===== src/rtl/alu_issue_pkg.sv =====
// Shared definitions for the ALU issue block: opcodes, ALU funct3 codes and
// the decoded control fields carried through the output buffer.
package alu_issue_pkg;

   localparam logic [6:0] OPC_OP        = 7'b0110011;
   localparam logic [6:0] OPC_OP_IMM    = 7'b0010011;
   localparam logic [6:0] OPC_LUI       = 7'b0110111;
   localparam logic [6:0] OPC_AUIPC     = 7'b0010111;
   localparam logic [6:0] OPC_OP_32     = 7'b0111011;
   localparam logic [6:0] OPC_OP_IMM_32 = 7'b0011011;

   localparam logic [2:0] F3_ADD_SUB = 3'b000;
   localparam logic [2:0] F3_SLL     = 3'b001;
   localparam logic [2:0] F3_SLT     = 3'b010;
   localparam logic [2:0] F3_SLTU    = 3'b011;
   localparam logic [2:0] F3_XOR     = 3'b100;
   localparam logic [2:0] F3_SHIFTR  = 3'b101;
   localparam logic [2:0] F3_OR      = 3'b110;
   localparam logic [2:0] F3_AND     = 3'b111;

   localparam logic [6:0] F7_BASE = 7'b0000000;
   localparam logic [6:0] F7_ALT  = 7'b0100000;

   // Operands are XLEN-wide and live beside this struct in the buffer.
   typedef struct packed {
      logic [3:0] funct;
      logic [4:0] rd;
      logic       word;
      logic       illegal;
   } dec_ctrl_t;

endpackage


===== src/rtl/alu_issue_decode.sv =====
// Combinational instruction decoder for the ALU issue block.
// W-form opcodes are decoded only when ALU_ISSUE_WORD_OPS_EN is defined.
module alu_issue_decode
   import alu_issue_pkg::*;
#(
   parameter int unsigned XLEN = 64
) (
   input  logic [31:0]      inst,
   input  logic [XLEN-1:0]  pc,
   input  logic [XLEN-1:0]  rs1_data,
   input  logic [XLEN-1:0]  rs2_data,
   output dec_ctrl_t        ctrl,
   output logic [XLEN-1:0]  operand_a,
   output logic [XLEN-1:0]  operand_b
);

   logic [6:0]      opcode;
   logic [2:0]      funct3;
   logic [6:0]      funct7;
   logic [XLEN-1:0] imm_i;
   logic [XLEN-1:0] imm_u;
   logic [XLEN-1:0] shamt6;
   logic            legal;
   logic [3:0]      funct;
   logic            word;
   logic [XLEN-1:0] a;
   logic [XLEN-1:0] b;

   assign opcode = inst[6:0];
   assign funct3 = inst[14:12];
   assign funct7 = inst[31:25];
   assign imm_i  = {{(XLEN-12){inst[31]}}, inst[31:20]};
   assign imm_u  = {{(XLEN-32){inst[31]}}, inst[31:12], 12'b0};
   assign shamt6 = {{(XLEN-6){1'b0}}, inst[25:20]};

`ifdef ALU_ISSUE_WORD_OPS_EN
   logic [XLEN-1:0] shamt5;
   assign shamt5 = {{(XLEN-5){1'b0}}, inst[24:20]};
`endif

   // Raw field decode and legality per opcode.
   always_comb begin
      legal = 1'b0;
      funct = 4'b0000;
      word  = 1'b0;
      a     = '0;
      b     = '0;
      case (opcode)
         OPC_OP: begin
            a     = rs1_data;
            b     = rs2_data;
            funct = {inst[30], funct3};
            legal = (funct7 == F7_BASE) ||
                    ((funct7 == F7_ALT) && ((funct3 == F3_ADD_SUB) || (funct3 == F3_SHIFTR)));
         end
         OPC_OP_IMM: begin
            a     = rs1_data;
            b     = imm_i;
            funct = {1'b0, funct3};
            legal = 1'b1;
            if (funct3 == F3_SLL) begin
               b     = shamt6;
               legal = (inst[31:26] == 6'b000000);
            end else if (funct3 == F3_SHIFTR) begin
               b     = shamt6;
               funct = {inst[30], funct3};
               legal = (inst[31:26] == 6'b000000) || (inst[31:26] == 6'b010000);
            end
         end
         OPC_LUI: begin
            b     = imm_u;
            legal = 1'b1;
         end
         OPC_AUIPC: begin
            a     = pc;
            b     = imm_u;
            legal = 1'b1;
         end
`ifdef ALU_ISSUE_WORD_OPS_EN
         OPC_OP_32: begin
            a     = rs1_data;
            b     = rs2_data;
            funct = {inst[30], funct3};
            word  = 1'b1;
            legal = ((funct3 == F3_ADD_SUB) || (funct3 == F3_SLL) || (funct3 == F3_SHIFTR)) &&
                    ((funct7 == F7_BASE) || ((funct7 == F7_ALT) && (funct3 != F3_SLL)));
         end
         OPC_OP_IMM_32: begin
            a     = rs1_data;
            b     = imm_i;
            funct = {1'b0, funct3};
            word  = 1'b1;
            if (funct3 == F3_ADD_SUB) begin
               legal = 1'b1;
            end else if (funct3 == F3_SLL) begin
               b     = shamt5;
               legal = (funct7 == F7_BASE);
            end else if (funct3 == F3_SHIFTR) begin
               b     = shamt5;
               funct = {inst[30], funct3};
               legal = (funct7 == F7_BASE) || (funct7 == F7_ALT);
            end else begin
               legal = 1'b0;
            end
         end
`endif
         default: legal = 1'b0;
      endcase
   end

   // Illegal encodings collapse to a zeroed entry with only the flag set.
   always_comb begin
      ctrl.rd      = inst[11:7];
      ctrl.illegal = !legal;
      ctrl.funct   = legal ? funct : 4'b0000;
      ctrl.word    = legal ? word : 1'b0;
      operand_a    = legal ? a : '0;
      operand_b    = legal ? b : '0;
   end

endmodule


===== src/rtl/alu_issue.sv =====
// ALU issue stage: decodes one instruction per transfer into a 2-entry
// output FIFO. Optional W-form decode is enabled by ALU_ISSUE_WORD_OPS_EN.
module alu_issue
   import alu_issue_pkg::*;
#(
   parameter int unsigned XLEN  = 64,
   parameter int unsigned DEPTH = 2
) (
   input  logic             clk,
   input  logic             rst_n,
   input  logic             in_valid,
   output logic             in_ready,
   input  logic [31:0]      in_inst,
   input  logic [XLEN-1:0]  in_pc,
   input  logic [XLEN-1:0]  in_rs1_data,
   input  logic [XLEN-1:0]  in_rs2_data,
   output logic             out_valid,
   input  logic             out_ready,
   output logic [3:0]       out_alu_funct,
   output logic [XLEN-1:0]  out_operand_a,
   output logic [XLEN-1:0]  out_operand_b,
   output logic [4:0]       out_rd,
   output logic             out_word,
   output logic             out_illegal
);

   localparam logic [1:0] FULL = 2'(DEPTH);

   dec_ctrl_t       dec_ctrl;
   logic [XLEN-1:0] dec_a;
   logic [XLEN-1:0] dec_b;

   dec_ctrl_t       ctrl_mem [2];
   logic [XLEN-1:0] a_mem    [2];
   logic [XLEN-1:0] b_mem    [2];
   logic            wr_ptr;
   logic            rd_ptr;
   logic [1:0]      count_q;
   logic [1:0]      count_d;
   logic            in_ready_q;
   logic            push;
   logic            pop;

   alu_issue_decode #(
      .XLEN (XLEN)
   ) u_decode (
      .inst      (in_inst),
      .pc        (in_pc),
      .rs1_data  (in_rs1_data),
      .rs2_data  (in_rs2_data),
      .ctrl      (dec_ctrl),
      .operand_a (dec_a),
      .operand_b (dec_b)
   );

   assign push = in_valid && in_ready_q;
   assign pop  = (count_q != 2'd0) && out_ready;

   // Occupancy after this cycle's push/pop.
   always_comb begin
      count_d = count_q;
      case ({push, pop})
         2'b10:   count_d = count_q + 2'd1;
         2'b01:   count_d = count_q - 2'd1;
         default: count_d = count_q;
      endcase
   end

   // FIFO storage, pointers and registered ready.
   always_ff @(posedge clk or negedge rst_n) begin
      if (!rst_n) begin
         for (int i = 0; i < 2; i++) begin
            ctrl_mem[i] <= '0;
            a_mem[i]    <= '0;
            b_mem[i]    <= '0;
         end
         wr_ptr     <= 1'b0;
         rd_ptr     <= 1'b0;
         count_q    <= 2'd0;
         in_ready_q <= 1'b0;
      end else begin
         if (push) begin
            ctrl_mem[wr_ptr] <= dec_ctrl;
            a_mem[wr_ptr]    <= dec_a;
            b_mem[wr_ptr]    <= dec_b;
            wr_ptr           <= ~wr_ptr;
         end
         if (pop) begin
            rd_ptr <= ~rd_ptr;
         end
         count_q    <= count_d;
         // Ready depends only on occupancy, never on out_ready.
         in_ready_q <= (count_d != FULL);
      end
   end

   assign in_ready      = in_ready_q;
   assign out_valid     = (count_q != 2'd0);
   assign out_alu_funct = ctrl_mem[rd_ptr].funct;
   assign out_rd        = ctrl_mem[rd_ptr].rd;
   assign out_word      = ctrl_mem[rd_ptr].word;
   assign out_illegal   = ctrl_mem[rd_ptr].illegal;
   assign out_operand_a = a_mem[rd_ptr];
   assign out_operand_b = b_mem[rd_ptr];

endmodule


===== config.mk =====
export PLATFORM = sky130hd
export DESIGN_NAME = alu_issue
export DESIGN_NICKNAME = d
export VERILOG_FILES = /design/src/rtl/alu_issue_pkg.sv /design/src/rtl/alu_issue_decode.sv /design/src/rtl/alu_issue.sv
export SDC_FILE = /design/constraint.sdc
export NUM_CORES = 1
export LEC_CHECK = 0
export CELL_PAD_IN_SITES_DETAIL_PLACEMENT = 0
export CELL_PAD_IN_SITES_GLOBAL_PLACEMENT = 2
export CORE_MARGIN = 3
export CORE_UTILIZATION = 36
export DETAILED_ROUTE_END_ITERATION = 8
export PLACE_DENSITY = 0.85
export SLEW_MARGIN = 20
export SYNTH_ARGS = -nofsm -noshare
export SYNTH_HDL_FRONTEND = slang
export SYNTH_HIERARCHICAL = 1
export SYNTH_SLANG_ARGS = --single-unit

===== constraint.sdc =====
create_clock -name clk -period 3.3 [get_ports clk]
set_input_delay 0.66 -clock clk [delete_from_list [all_inputs] [get_ports clk]]
set_output_delay 0.66 -clock clk [all_outputs]
set_load 0.02 [all_outputs]

==> summary.txt <==
Worst hold path
  – Hold Crit Class: primary input to asynchronous set/reset pin

Yosys
  – Synth Warn #: 6
  – Post-Synthesis Cells: 1224
  – Synth area leader: dfrtp_1
  – Distinct cell type count after synthesis: 41
  – Number of synthesized flops with an enable pin: 0
  – Fraction of the yosys area taken by sequential cells: 46.2%
  – Post-Syn Area: 15300 µm²
  – Post-synth ARST share: 100%
  – Synth Net Count: 1453
  – Yosys top cell area share: 46.2%
  – Post-synthesis area per instance: 12.5 µm²
  – Synthesis-stage register bit count: 283
  – Top post-synthesis cells by area: dfrtp_1 (46%), mux2_2 (23%), mux2_4 (9.7%)
  – Ys flop type: dfrtp_1

STA
  – Fmax: 0.321 GHz
  – Post-route setup slack: 0.183 ns
  – Hold Fails Final Rpt: 0
  – RSZ-0062 raised after global routing: false
  – Fin Setup TNS: 0 ns
  – Final setup violation count: 0
  – Tcrit/Tclk final: 94.4%
  – Relative slew slack: 29.4%
  – Tmin final: 3.12 ns
  – Setup Skew: 0.0159 ns
  – Worst-margin pin slew: 1.06 ns
  – Max Slew Vio Count: 0

Die
  – I/O pin count: 369
  – Die area: 45000 µm²
  – Die height: 212 µm
  – Die W: 212 µm
  – Area of the core: 41400 µm²
  – Initial Util: 37.0%
  – # rows: 74

Global route
  – GRT Residual Overflow: 0
  – Antenna violations before repair: 4
  – First-pass GRT wire length: 69.3 mm
  – Vias in the first global route: 11600
  – GR Util All Layers: 19.6%
  – Largest net degree at the start of global routing: 80

Route
  – Antenna Nets Post-Route: 0
  – Via count: 11000
  – Drt pass-1 iters: 5
  – DR WL/cell: 21.5 µm
  – Routed vias/inst: 5.21
  – DRC violations left: 0
  – Initial DRC Count: 420
  – Final WL: 45.4 mm

Final layout
  – Nets: 1784
  – Layout area overhead: 35.9%
  – Layout cells sized above 1: 35.1%
  – Final Util: 50.3%
  – Most common cell after layout, fill and taps aside: clkdlybuf4s50_1
  – Non-filler cells, final: 2112
  – Commonest cells after routing, fill and taps aside: clkdlybuf4s50_1 (364), mux2_2 (318), dfrtp_1 (282)

Setup path
  – CP max stage delay: 0.58 ns
  – Critical path's top delay family: buffers and inverters
  – Max FO, Critical Path: 21
  – Critical path class: flop to output port
  – CP required: 2.64 ns
  – Type of origin of the critical path: flop
  – WP buf/inv: 2
  – CP Capture Type: output port
  – CP max stage cell: dfrtp_4
  – Critical Path AT: 2.46 ns
  – CP Cell Sequence: buf_4 -> mux2_2 -> clkdlybuf4s50_1

Power
  – PD cells: 527 nW/µm²
  – LEAKAGE: 9.65 nW
  – Peak VDD IR: 0.000455 V

Placement
  – Placer Congestion: 0.802
  – Hpwl dp: 30.7 mm
  – Placed cells: 2049
  – Port bufs: 368
  – Dpl ws: 0.237 ns

Outcome
  – Status: completed

Job
  – Max Cap Viol: 0

CTS
  – Worst-path clk slew: 0.05 ns
  – Clk buf depth: 3
  – Num CTS Buffers: 35
  – Total number of H-tree levels: 2
  – Root buf cell: clkbuf_16
  – CTS tree: built
  – Clock Sinks: 283
  – Post_cts resized: 0
  – Skew-Pair Late Insertion Delay: 0.53 ns
-- Yosys cell counts (all sizes together) (2+ instances only) --
cell type / count
nor2: 4
and2: 2
buf: 82
nand2b: 2
xor2: 3
clkbuf: 33
mux2: 417
dfrtp: 283
a211oi: 15
inv: 20
a21oi: 177
xnor2: 2
nand4: 2
a22o: 19
nor2b: 69
mux2i: 6
or2: 2
a2111oi: 5
o21ai: 3
o31a: 5
nand2: 28
a22oi: 34
-- metal layers --
metal  share of wire (%)  track usage [%]  vias to the layer above
met5               0.077                0                        -
met4                 2.0             4.63                        6
met3                 7.1             5.80                       56
met2                  46             31.0                      319
met1                  45             26.8                     5548
li1                    -                -                     5066
-- worst paths after layout --
check	from	end	slack [ns]	depth (start not counted)
max in group asynchronous	rst_n	a_mem[65]$_DFFE_PN0P_	2.34	2
max reg2reg	in_ready$_DFF_PN0_	a_mem[120]$_DFFE_PN0P_	1.38	4
min reg2reg	a_mem[50]$_DFFE_PN0P_	a_mem[50]$_DFFE_PN0P_	0.50	1
min	rst_n	a_mem[61]$_DFFE_PN0P_	0.12	1
max	rd_ptr$_DFFE_PN0P_	out_operand_b[14]	0.18	3
min in group clk	a_mem[50]$_DFFE_PN0P_	a_mem[50]$_DFFE_PN0P_	0.50	1
-- report_power, final --
| part | internal (mW) | switching, mW |
|---|---|---|
| Clock | 2.52 | 1.50 |
| Combinational | 1.54 | 1.57 |
| Sequential | 3.68 | 0.152 |
| Total | 7.74 | 3.22 |
-- cell type report --
cell class / count / area (µm²)
fillers: 3676 / 20600
well taps: 532 / 666
flip-flops and latches: 283 / 7090
diodes: 1 / 2.50
multi-input cells: 806 / 7570
clock inverters: 14 / 210
inverters: 20 / 75.1
clock buffers: 47 / 1000
repair buffers: 409 / 4200
-- through the flow --
stage	power [mW]	instance area [µm²]	hold WS (ns)
finish	11.0	20800	0.121
global placement	7.01	19600	0.481
global route	11.5	20800	0.153
CTS	11.1	20800	0.130
floorplan	5.87	15300	0.364
detailed placement	7.02	19600	0.487
-- flip-flops by register name, summed over array words and instances, names as in the netlist --
| signal | flops |
|---|---|
| a_mem | 128 |
| b_mem | 128 |
| ctrl_mem | 22 |
| count_q | 2 |
| in_ready | 1 |
| rd_ptr | 1 |
| wr_ptr | 1 |
-- cell families (layout without fill, tap and decap cells) --
family / count (synthesis) / after routing / synth area share [%]
mux: 423 / 423 / 33.5
flops: 283 / 283 / 46.2
compound gates: 261 / 261 / 10.9
buf+inv: 135 / 490 / 4.70
simple gates: 115 / 115 / 4.31
xor+xnor: 5 / 5 / 0.286
fa+ha+maj: 1 / 1 / 0.0817
other cells: 1 / 2 / 0.0245
-- worst register-to-register path, cell delays in order, from the launching register on --
cell and delay [ns]:
dfrtp_1 0.42, nand2_1 0.12, or2_4 0.49, buf_4 0.38, mux2_2 0.38
-- timing repair --
action,in CTS,in global routing
endpoints found under the setup margin,0,4
hold buffers,0,0
endpoints found under the hold margin,0,0
buffers inserted,0,1
(Power assumes the default switching activity.)
